[src/rtl/multdiv_ctrl.sv]
// multdiv_ctrl: iterative signed 32-bit multiply (shift-and-add) / divide (restoring) sequencer.
// Build macro MULTDIV_EARLY_TERM_EN lets a multiply finish as soon as the multiplier is exhausted.
module multdiv_ctrl #(
    parameter int WIDTH = 32,
    parameter int CNT_W = 6
) (
    input  logic             clock,
    input  logic             reset,
    input  logic             ctrl_mult,
    input  logic             ctrl_div,
    input  logic [WIDTH-1:0] operand_a,
    input  logic [WIDTH-1:0] operand_b,
    output logic             busy,
    output logic [WIDTH-1:0] result,
    output logic             result_rdy,
    output logic             exception
);

    typedef enum logic [1:0] {
        IDLE = 2'd0,
        RUN  = 2'd1,
        DONE = 2'd2
    } state_t;

    localparam logic [CNT_W-1:0] LAST_CNT = CNT_W'(WIDTH - 1);
    localparam logic [CNT_W-1:0] CNT_ONE  = CNT_W'(1);

    function automatic logic [WIDTH-1:0] magnitude(input logic [WIDTH-1:0] v);
        magnitude = v[WIDTH-1] ? -v : v;
    endfunction

    state_t             state_r;
    logic [CNT_W-1:0]   cnt_r;
    logic [2*WIDTH-1:0] acc_r;
    logic [WIDTH-1:0]   opnd_r;
    logic               op_div_r;
    logic               sign_r;
    logic               fast_r;
    logic               busy_r;
    logic [WIDTH-1:0]   result_r;
    logic               rdy_r;
    logic               exc_r;
`ifdef MULTDIV_EARLY_TERM_EN
    logic [WIDTH-1:0]   mrem_r;
`endif

    logic [WIDTH-1:0]   a_mag_s;
    logic [WIDTH-1:0]   b_mag_s;
    logic               start_s;
    logic               fast_s;
    logic [WIDTH:0]     sum_s;
    logic [WIDTH-1:0]   rem_s;
    logic [2*WIDTH-1:0] step_s;
    logic [2*WIDTH-1:0] prod_s;
    logic [WIDTH-1:0]   mag_s;
    logic [WIDTH-1:0]   res_s;
    logic               exc_s;

    // Start decode: operand magnitudes and the ops that skip the iteration phase
    always_comb begin
        a_mag_s = magnitude(operand_a);
        b_mag_s = magnitude(operand_b);
        start_s = ctrl_mult | ctrl_div;
        fast_s  = (ctrl_mult & ctrl_div) | (ctrl_div & (operand_b == '0));
    end

    // One iteration: hi half is partial product / remainder, lo half is multiplier / quotient
    always_comb begin
        sum_s  = {1'b0, acc_r[2*WIDTH-1:WIDTH]};
        rem_s  = acc_r[2*WIDTH-2:WIDTH-1];
        step_s = acc_r;
        if (op_div_r) begin
            if (rem_s >= opnd_r) begin
                step_s = {rem_s - opnd_r, acc_r[WIDTH-2:0], 1'b1};
            end else begin
                step_s = {rem_s, acc_r[WIDTH-2:0], 1'b0};
            end
        end else begin
            if (acc_r[0]) begin
                sum_s = {1'b0, acc_r[2*WIDTH-1:WIDTH]} + {1'b0, opnd_r};
            end else begin
                sum_s = {1'b0, acc_r[2*WIDTH-1:WIDTH]};
            end
            step_s = {sum_s, acc_r[WIDTH-1:1]};
        end
    end

    // Final sign correction and exception classification
    always_comb begin
`ifdef MULTDIV_EARLY_TERM_EN
        // an early exit leaves the product short of its final right shifts
        prod_s = acc_r >> (LAST_CNT - cnt_r);
`else
        prod_s = acc_r;
`endif
        mag_s = '0;
        res_s = '0;
        exc_s = 1'b0;
        if (fast_r) begin
            exc_s = 1'b1;
        end else if (op_div_r) begin
            mag_s = acc_r[WIDTH-1:0];
            res_s = sign_r ? -mag_s : mag_s;
            exc_s = ~sign_r & mag_s[WIDTH-1];
        end else begin
            mag_s = prod_s[WIDTH-1:0];
            res_s = sign_r ? -mag_s : mag_s;
            if (sign_r) begin
                exc_s = (|prod_s[2*WIDTH-1:WIDTH]) | (mag_s[WIDTH-1] & (|mag_s[WIDTH-2:0]));
            end else begin
                exc_s = |prod_s[2*WIDTH-1:WIDTH-1];
            end
        end
    end

    // Sequencer FSM with datapath and registered outputs
    always_ff @(posedge clock) begin
        if (!reset) begin
            state_r  <= IDLE;
            cnt_r    <= '0;
            acc_r    <= '0;
            opnd_r   <= '0;
            op_div_r <= 1'b0;
            sign_r   <= 1'b0;
            fast_r   <= 1'b0;
            busy_r   <= 1'b0;
            result_r <= '0;
            rdy_r    <= 1'b0;
            exc_r    <= 1'b0;
`ifdef MULTDIV_EARLY_TERM_EN
            mrem_r   <= '0;
`endif
        end else begin
            case (state_r)
                IDLE: begin
                    if (busy_r) begin
                        busy_r <= 1'b0;
                        rdy_r  <= 1'b0;
                        exc_r  <= 1'b0;
                    end else if (start_s) begin
                        busy_r   <= 1'b1;
                        op_div_r <= ctrl_div;
                        fast_r   <= fast_s;
                        sign_r   <= operand_a[WIDTH-1] ^ operand_b[WIDTH-1];
                        opnd_r   <= ctrl_div ? b_mag_s : a_mag_s;
                        acc_r    <= {{WIDTH{1'b0}}, (ctrl_div ? a_mag_s : b_mag_s)};
                        cnt_r    <= '0;
`ifdef MULTDIV_EARLY_TERM_EN
                        mrem_r   <= b_mag_s;
`endif
                        state_r  <= fast_s ? DONE : RUN;
                    end else begin
                        rdy_r <= 1'b0;
                        exc_r <= 1'b0;
                    end
                end
                RUN: begin
                    acc_r <= step_s;
`ifdef MULTDIV_EARLY_TERM_EN
                    mrem_r <= {1'b0, mrem_r[WIDTH-1:1]};
                    if ((cnt_r == LAST_CNT) || (!op_div_r && (mrem_r[WIDTH-1:1] == '0))) begin
                        state_r <= DONE;
                    end else begin
                        cnt_r <= cnt_r + CNT_ONE;
                    end
`else
                    if (cnt_r == LAST_CNT) begin
                        state_r <= DONE;
                    end else begin
                        cnt_r <= cnt_r + CNT_ONE;
                    end
`endif
                end
                DONE: begin
                    result_r <= res_s;
                    exc_r    <= exc_s;
                    rdy_r    <= 1'b1;
                    state_r  <= IDLE;
                end
                default: begin
                    state_r <= IDLE;
                end
            endcase
        end
    end

    assign busy       = busy_r;
    assign result     = result_r;
    assign result_rdy = rdy_r;
    assign exception  = exc_r;

endmodule

[config.mk]
export PLATFORM = sky130hd
export DESIGN_NAME = multdiv_ctrl
export DESIGN_NICKNAME = d
export VERILOG_FILES = /design/src/rtl/multdiv_ctrl.sv
export SDC_FILE = /design/constraint.sdc
export NUM_CORES = 1
export LEC_CHECK = 0
export CAP_MARGIN = 20
export CORE_ASPECT_RATIO = 1.75
export CORE_MARGIN = 2
export CORE_UTILIZATION = 65
export CTS_CLUSTER_SIZE = 40
export DETAILED_ROUTE_END_ITERATION = 8
export PLACE_DENSITY = 0.87
export SLEW_MARGIN = 5
export SYNTH_ARGS = -nofsm -noshare
export SYNTH_HDL_FRONTEND = slang
export SYNTH_SLANG_ARGS = --single-unit
[constraint.sdc]
create_clock -name clock -period 7.4 [get_ports clock]
set_input_delay 0.74 -clock clock [delete_from_list [all_inputs] [get_ports clock]]
set_output_delay 0.74 -clock clock [all_outputs]
set_load 0.03 [all_outputs]
==> impl_metrics.json, run 1 <==
{
  "layout_commonest_cell": "nand2_1",
  "postSynth.asyncResetShare": 0,
  "synthCells": 1673,
  "avgSynthCellArea_um2": 7.54,
  "tns_ns": 0,
  "cp-end-kind": "flip-flop",
  "cts_tree": "yes",
  "finalSetupViolations": 0,
  "outcome": "completed",
  "syn_to_final_growth_pct": 13.5,
  "final_cell_mix": "nand2_1 (173), dfxtp_1 (141), a21oi_1 (139), o21ai_0 (125)",
  "synth_area_um2": 12600,
  "fmax_mhz": 248,
  "cts.sinks": 142,
  "required_ns": 7.69,
  "post-dp-hpwl_um": 29700,
  "synth_edf_count": 0,
  "grt_max_degree": 90,
  "utilization": 0.749,
  "cpMostUsedCell": "o31ai_1",
  "wire_per_inst_um": 20.5,
  "ios": 103,
  "die_area_um2": 20600,
  "clock_latency_ns": 0.44,
  "pwr_density_cell_nw_per_um2": 242,
  "maxCapViolCount": 0,
  "min_path_cells": 2,
  "dr.pass1.iters": 6,
  "place.gp.congestion": 1.00,
  "yosys_warnings": 0,
  "numCtsBuffers": 17,
  "cts-root-buf": "clkbuf_16",
  "drive_gt1_frac": 0.0529,
  "dr.first_iter.drc_count": 1052,
  "cp-start-kind": "flip-flop",
  "synth-seq-area-share": 0.225,
  "hold_violations": 0,
  "finalCritPeriodShare": 0.546,
  "crit_chain": "inv_1 -> ha_1 -> fa_1 -> nor2b_1 -> o31ai_1 -> a21oi_1 -> a21o_1 -> o31ai_1 -> and2_1 -> buf_4 -> mux2_2 -> a32oi_1 -> o31ai_1",
  "syn_nets": 1811,
  "drt-vias-per-instance": 6.72,
  "htree_levels": 4,
  "dr_total_vias": 13200,
  "max_stage_delay_ns": 0.47,
  "max_slew_margin": 0.398,
  "crit_slowest_cell": "o31ai_1",
  "routed_wl_um": 40200,
  "n_fill_cell": 1502,
  "multiInputGateArea_um2": 9130,
  "critPathMaxFanout": 32,
  "r2r_cells": 13,
  "ys_seq_elements": 142,
  "track_usage": 0.390,
  "tightest_slew_ns": 0.903,
  "max-clock-path-buffers": 2,
  "grt_pass1_wl_um": 63600,
  "finalCriticalPeriod_ns": 4.04,
  "die_x_um": 109,
  "critical_path_class": "flip-flop to flip-flop",
  "detail-route-antenna-nets": 0,
  "leakagePower_nw": 5.71,
  "postCtsSetupRepairBufs": 0,
  "grt_remaining_overflow": 0,
  "antenna_cells": 0,
  "yosys.cell_types.count": 81,
  "ff_latch_area_um2": 2850,
  "hold_path_class": "flip-flop to flip-flop",
  "synthFlopType": "dfxtp_1",
  "start_util": 0.660,
  "path_clk_slew_ns": 0.06,
  "rsz0062_at_grt": "false",
  "antenna_found_initial": 0,
  "slew_violations": 0,
  "grt_pass1_vias": 12900,
  "cp.arrival_ns": 4.33,
  "cts_resized": 0,
  "postCtsHoldBufs": 0,
  "finClkSkew_ns": 0.00894,
  "io_buffers": 102,
  "die_h_um": 188,
  "rows": 67,
  "drc_errors": 0,
  "peakVddDrop_mv": 0.192,
  "core_um2": 19100,
  "final_nets": 1844
}
## cell type report
| type | count | area share |
|---|---|---|
| Multi-Input combinational cell | 1360 | 0.638 |
| Tap cell | 241 | 0.0211 |
| Clock inverter | 13 | 0.0126 |
| Sequential cell | 142 | 0.199 |
| Clock buffer | 19 | 0.0310 |
| Timing Repair Buffer | 121 | 0.0820 |
| Inverter | 64 | 0.0168 |
## logic make-up (layout without fill, tap and decap cells)
logic type | Yosys count | after routing | share of synthesized area
xor+xnor | 141 | 141 | 0.0979
mux | 60 | 60 | 0.0485
fa+ha+maj | 70 | 70 | 0.0706
compound gates | 590 | 590 | 0.313
flops | 142 | 142 | 0.225
simple gates | 499 | 499 | 0.193
buf+inv | 171 | 217 | 0.0523
## path summary, 6_finish.rpt
kind         startpoint    endpoint  slack (ns)
max           acc_r[31]   acc_r[41]        3.36
max reg2reg   acc_r[31]   acc_r[41]        3.36
min reg2reg  result[31]  result[31]        0.46
min          result[31]  result[31]        0.46
## synth_stat cells (5+ instances only)
| cell type | instances | area, um^2 |
|---|---|---|
| o21ai_0 | 125 | 626 |
| mux2_2 | 9 | 101 |
| a22o_1 | 14 | 123 |
| nand3_1 | 37 | 185 |
| a22oi_1 | 28 | 210 |
| xor2_1 | 54 | 473 |
| clkbuf_1 | 89 | 334 |
| nand2_1 | 173 | 649 |
| buf_2 | 7 | 35.0 |
| a31oi_1 | 12 | 75.1 |
| nand4_1 | 19 | 119 |
| o211ai_1 | 43 | 323 |
| mux2i_1 | 51 | 510 |
| o21a_1 | 11 | 82.6 |
| a21oi_1 | 139 | 696 |
| nor2b_1 | 44 | 275 |
| a211oi_1 | 22 | 165 |
| nand2b_1 | 10 | 62.6 |
| o41ai_1 | 14 | 123 |
| o31ai_1 | 33 | 248 |
| ha_1 | 68 | 851 |
| o21bai_1 | 11 | 82.6 |
| or3_1 | 11 | 68.8 |
| nor3_1 | 26 | 130 |
| a31o_2 | 6 | 52.6 |
| a21boi_0 | 20 | 150 |
| buf_1 | 9 | 33.8 |
| a211o_1 | 7 | 61.3 |
| a32o_1 | 13 | 130 |
| or4_1 | 8 | 60.1 |
| nor2_1 | 101 | 379 |
| a311oi_1 | 5 | 43.8 |
| and2_1 | 15 | 93.8 |
| dfxtp_1 | 142 | 2840 |
| o211a_1 | 16 | 160 |
| xnor2_1 | 87 | 762 |
| and3_1 | 14 | 87.6 |
| a21o_1 | 34 | 255 |
| inv_1 | 62 | 233 |
| nor4_1 | 15 | 93.8 |
## sequential cells by signal (all words and copies together) (netlist names), 2 cells and up
signal   cells
cnt_r        6
acc_r       64
state_r      2
opnd_r      32
result      32
## power by group
group          switching (W)  internal [W]  leakage, nW  total, W
Sequential          0.000158      0.000859         1.16   0.00102
Clock               0.000366      0.000548        0.305  0.000914
Combinational       0.000910      0.000617         4.25   0.00153
Total                0.00143       0.00202         5.71   0.00346
## critical path: cells and delay by family, from the launching register on
| family | cells | cell delay (ns) |
|---|---|---|
| AND/OR/NAND/NOR | 2 | 0.45 |
| adder cells (fa/ha/maj) | 2 | 0.47 |
| AO/OA/AOI/OAI | 6 | 1.63 |
| buffers and inverters | 2 | 0.65 |
| multiplexers | 1 | 0.38 |
| flip-flops | 1 | 0.32 |
## routing by layer
layer,wire length (um),global-route usage,vias to the layer above
li1,-,-,6205
met2,20300,0.690,635
met4,2960,0.269,0
met3,2370,0.0574,200
met1,14600,0.413,6126
met5,0,0,-
## per-stage QoR
stage / std cells / power [W] / worst slack [ns] / hold WS [ns] / instance area, um^2
6_report: 1960 / 0.00346 / 3.36 / 0.463 / 14300
3_3_place_gp: 1927 / 0.00247 / 3.60 / 0.450 / 13700
4_1_cts: 1959 / 0.00342 / 3.45 / 0.469 / 14300
3_5_place_dp: 1927 / 0.00250 / 3.50 / 0.461 / 13700
2_1_floorplan: 1673 / 0.00209 / 4.25 / 0.451 / 12600
5_1_grt: 1960 / 0.00363 / 3.14 / 0.493 / 14300
Power figures use the tool's default switching activity.
==> run 2, diff against run 1 <==
- CORE_UTILIZATION: 65 -> 54
- PLACE_DENSITY: 0.87 -> 0.77
- clock period: 7.4 -> 3.5 ns (I/O delays scaled with it)
==> impl_metrics.json, run 2 (synthesized netlist as in run 1, its figures left out) <==
{
  "layout_commonest_cell": "nand2_1",
  "die_x_um": 120,
  "cp-start-kind": "flip-flop",
  "critical_path_class": "flip-flop to flip-flop",
  "ff_latch_area_um2": 2850,
  "place.gp.congestion": 0.981,
  "fin_ws_ns": 0.231,
  "r2r_cells": 12,
  "cp-end-kind": "flip-flop",
  "clock_latency_ns": 0.45,
  "detail-route-antenna-nets": 0,
  "multiInputGateArea_um2": 9140,
  "routed_wl_um": 41100,
  "maxCapViolCount": 0,
  "htree_levels": 4,
  "track_usage": 0.337,
  "finalCritPeriodShare": 0.934,
  "cts.sinks": 142,
  "rr_startpoint": "acc_r[32]",
  "hold_violations": 0,
  "ios": 103,
  "pre_cts_slack_ns": 0.0973,
  "slew_violations": 0,
  "core_um2": 23100,
  "die_area_um2": 24600,
  "hold_start": "reset",
  "path_clk_slew_ns": 0.07,
  "numCtsBuffers": 17,
  "dp_cells": 2037,
  "hold_ws_ns": 0.445,
  "hold_path_class": "primary input to flip-flop",
  "grt_pass1_wl_um": 66100,
  "finalInstanceArea_um2": 14800,
  "drt-vias-per-instance": 6.33,
  "crit_chain": "ha_1 -> inv_1 -> fa_1 -> nand2b_1 -> a211oi_2 -> o21ai_0 -> a21o_1 -> a211oi_2 -> o211ai_1 -> and4_1 -> a2111o_1 -> a32o_1",
  "largest_register_ffs": 64,
  "drc_errors": 0,
  "dr.first_iter.drc_count": 876,
  "placed_area_um2": 14100,
  "postCtsHoldBufs": 0,
  "finalSetupViolations": 0,
  "finClkSkew_ns": 0.00697,
  "rows": 74,
  "leakagePower_nw": 5.95,
  "r2r_slack_ns": 0.23,
  "max_stage_delay_ns": 0.40,
  "critPathMaxFanout": 7,
  "antenna_cells": 0,
  "wire_per_inst_um": 19.9,
  "top_register": "acc_r",
  "final_cell_mix": "nand2_1 (173), dfxtp_1 (140), a21oi_1 (139), o21ai_0 (125)",
  "dr.pass1.iters": 7,
  "grt_remaining_overflow": 0,
  "required_ns": 3.84,
  "max_slew_margin": 0.449,
  "io_buffers": 102,
  "final_nets": 1890,
  "tns_ns": 0,
  "max-clock-path-buffers": 2,
  "rsz0062_at_grt": "false",
  "grt_max_degree": 88,
  "cts-root-buf": "clkbuf_16",
  "postCtsSetupRepairBufs": 0,
  "fmax_mhz": 306,
  "cts_tree": "yes",
  "finalCriticalPeriod_ns": 3.27,
  "tightest_slew_ns": 0.826,
  "setup.worst_path.start": "acc_r[32]",
  "crit_path_end": "acc_r[61]",
  "die_h_um": 206,
  "start_util": 0.545,
  "n_fill_cell": 2098,
  "pwr_density_cell_nw_per_um2": 508,
  "instances_no_fill": 2069,
  "antenna_found_initial": 0,
  "cpMostUsedCell": "a211oi_2",
  "grt_pass1_vias": 13000,
  "r2r_end": "acc_r[61]",
  "peakVddDrop_mv": 0.403,
  "crit_slowest_cell": "fa_1",
  "drive_gt1_frac": 0.0810,
  "dr_total_vias": 13100,
  "post-dp-hpwl_um": 31600,
  "outcome": "completed",
  "syn_to_final_growth_pct": 17.2,
  "cp.arrival_ns": 3.61
}
## run 2: what timing repair did
item                                   4_1_cts  5_1_grt
endpoints found under the hold margin        0        0
setup endpoints to repair                    0        8
resized for setup                            0        4
## run 2: worst min path at each step
| stage | end | slack (ns) | cells after the start |
|---|---|---|---|
| detailed placement | result[29] | 0.46 | 2 |
| global route | acc_r[24] | 0.46 | 3 |
| global placement | result[31] | 0.46 | 2 |
| floorplan | acc_r[31] | 0.45 | 2 |
| CTS | acc_r[29] | 0.42 | 3 |
| finish | acc_r[24] | 0.44 | 3 |
## run 2: where the power goes
part           switching, W  internal (W)  leakage [nW]
clock network      0.000798       0.00120         0.309
logic               0.00199       0.00142          4.48
registers          0.000294       0.00182          1.16
total               0.00308       0.00443          5.95
## run 2: layout make-up
type	count	share of cell area
timing repair buffer	167	0.104
sequential	142	0.193
clock buffer	19	0.0314
tap	304	0.0257
clock inverter	13	0.0119
multi-input combinational	1360	0.618
inverter	64	0.0162
## run 2: routing by layer
metal | track usage | vias to the layer above | wire (um)
met1 | 0.349 | 6163 | 14900
met4 | 0.237 | 0 | 3010
met2 | 0.627 | 482 | 21400
met5 | 0 | - | 0
met3 | 0.0373 | 157 | 1740
li1 | - | 6294 | -
## run 2: per-stage QoR
stage | util | power [W]
after floorplan | - | 0.00441
after global placement | 0.610 | 0.00542
final | 0.639 | 0.00751
after detailed placement | 0.610 | 0.00546
after global routing | 0.639 | 0.00791
after CTS | 0.638 | 0.00747
## run 2: worst max-delay path: cells and delay by family, from the launching register on
| kind | cells | cell delay [ns] |
|---|---|---|
| adder cells (fa/ha/maj) | 2 | 0.61 |
| flip-flops | 1 | 0.39 |
| AO/OA/AOI/OAI | 7 | 1.71 |
| AND/OR/NAND/NOR | 2 | 0.41 |
| buffers and inverters | 1 | 0.06 |
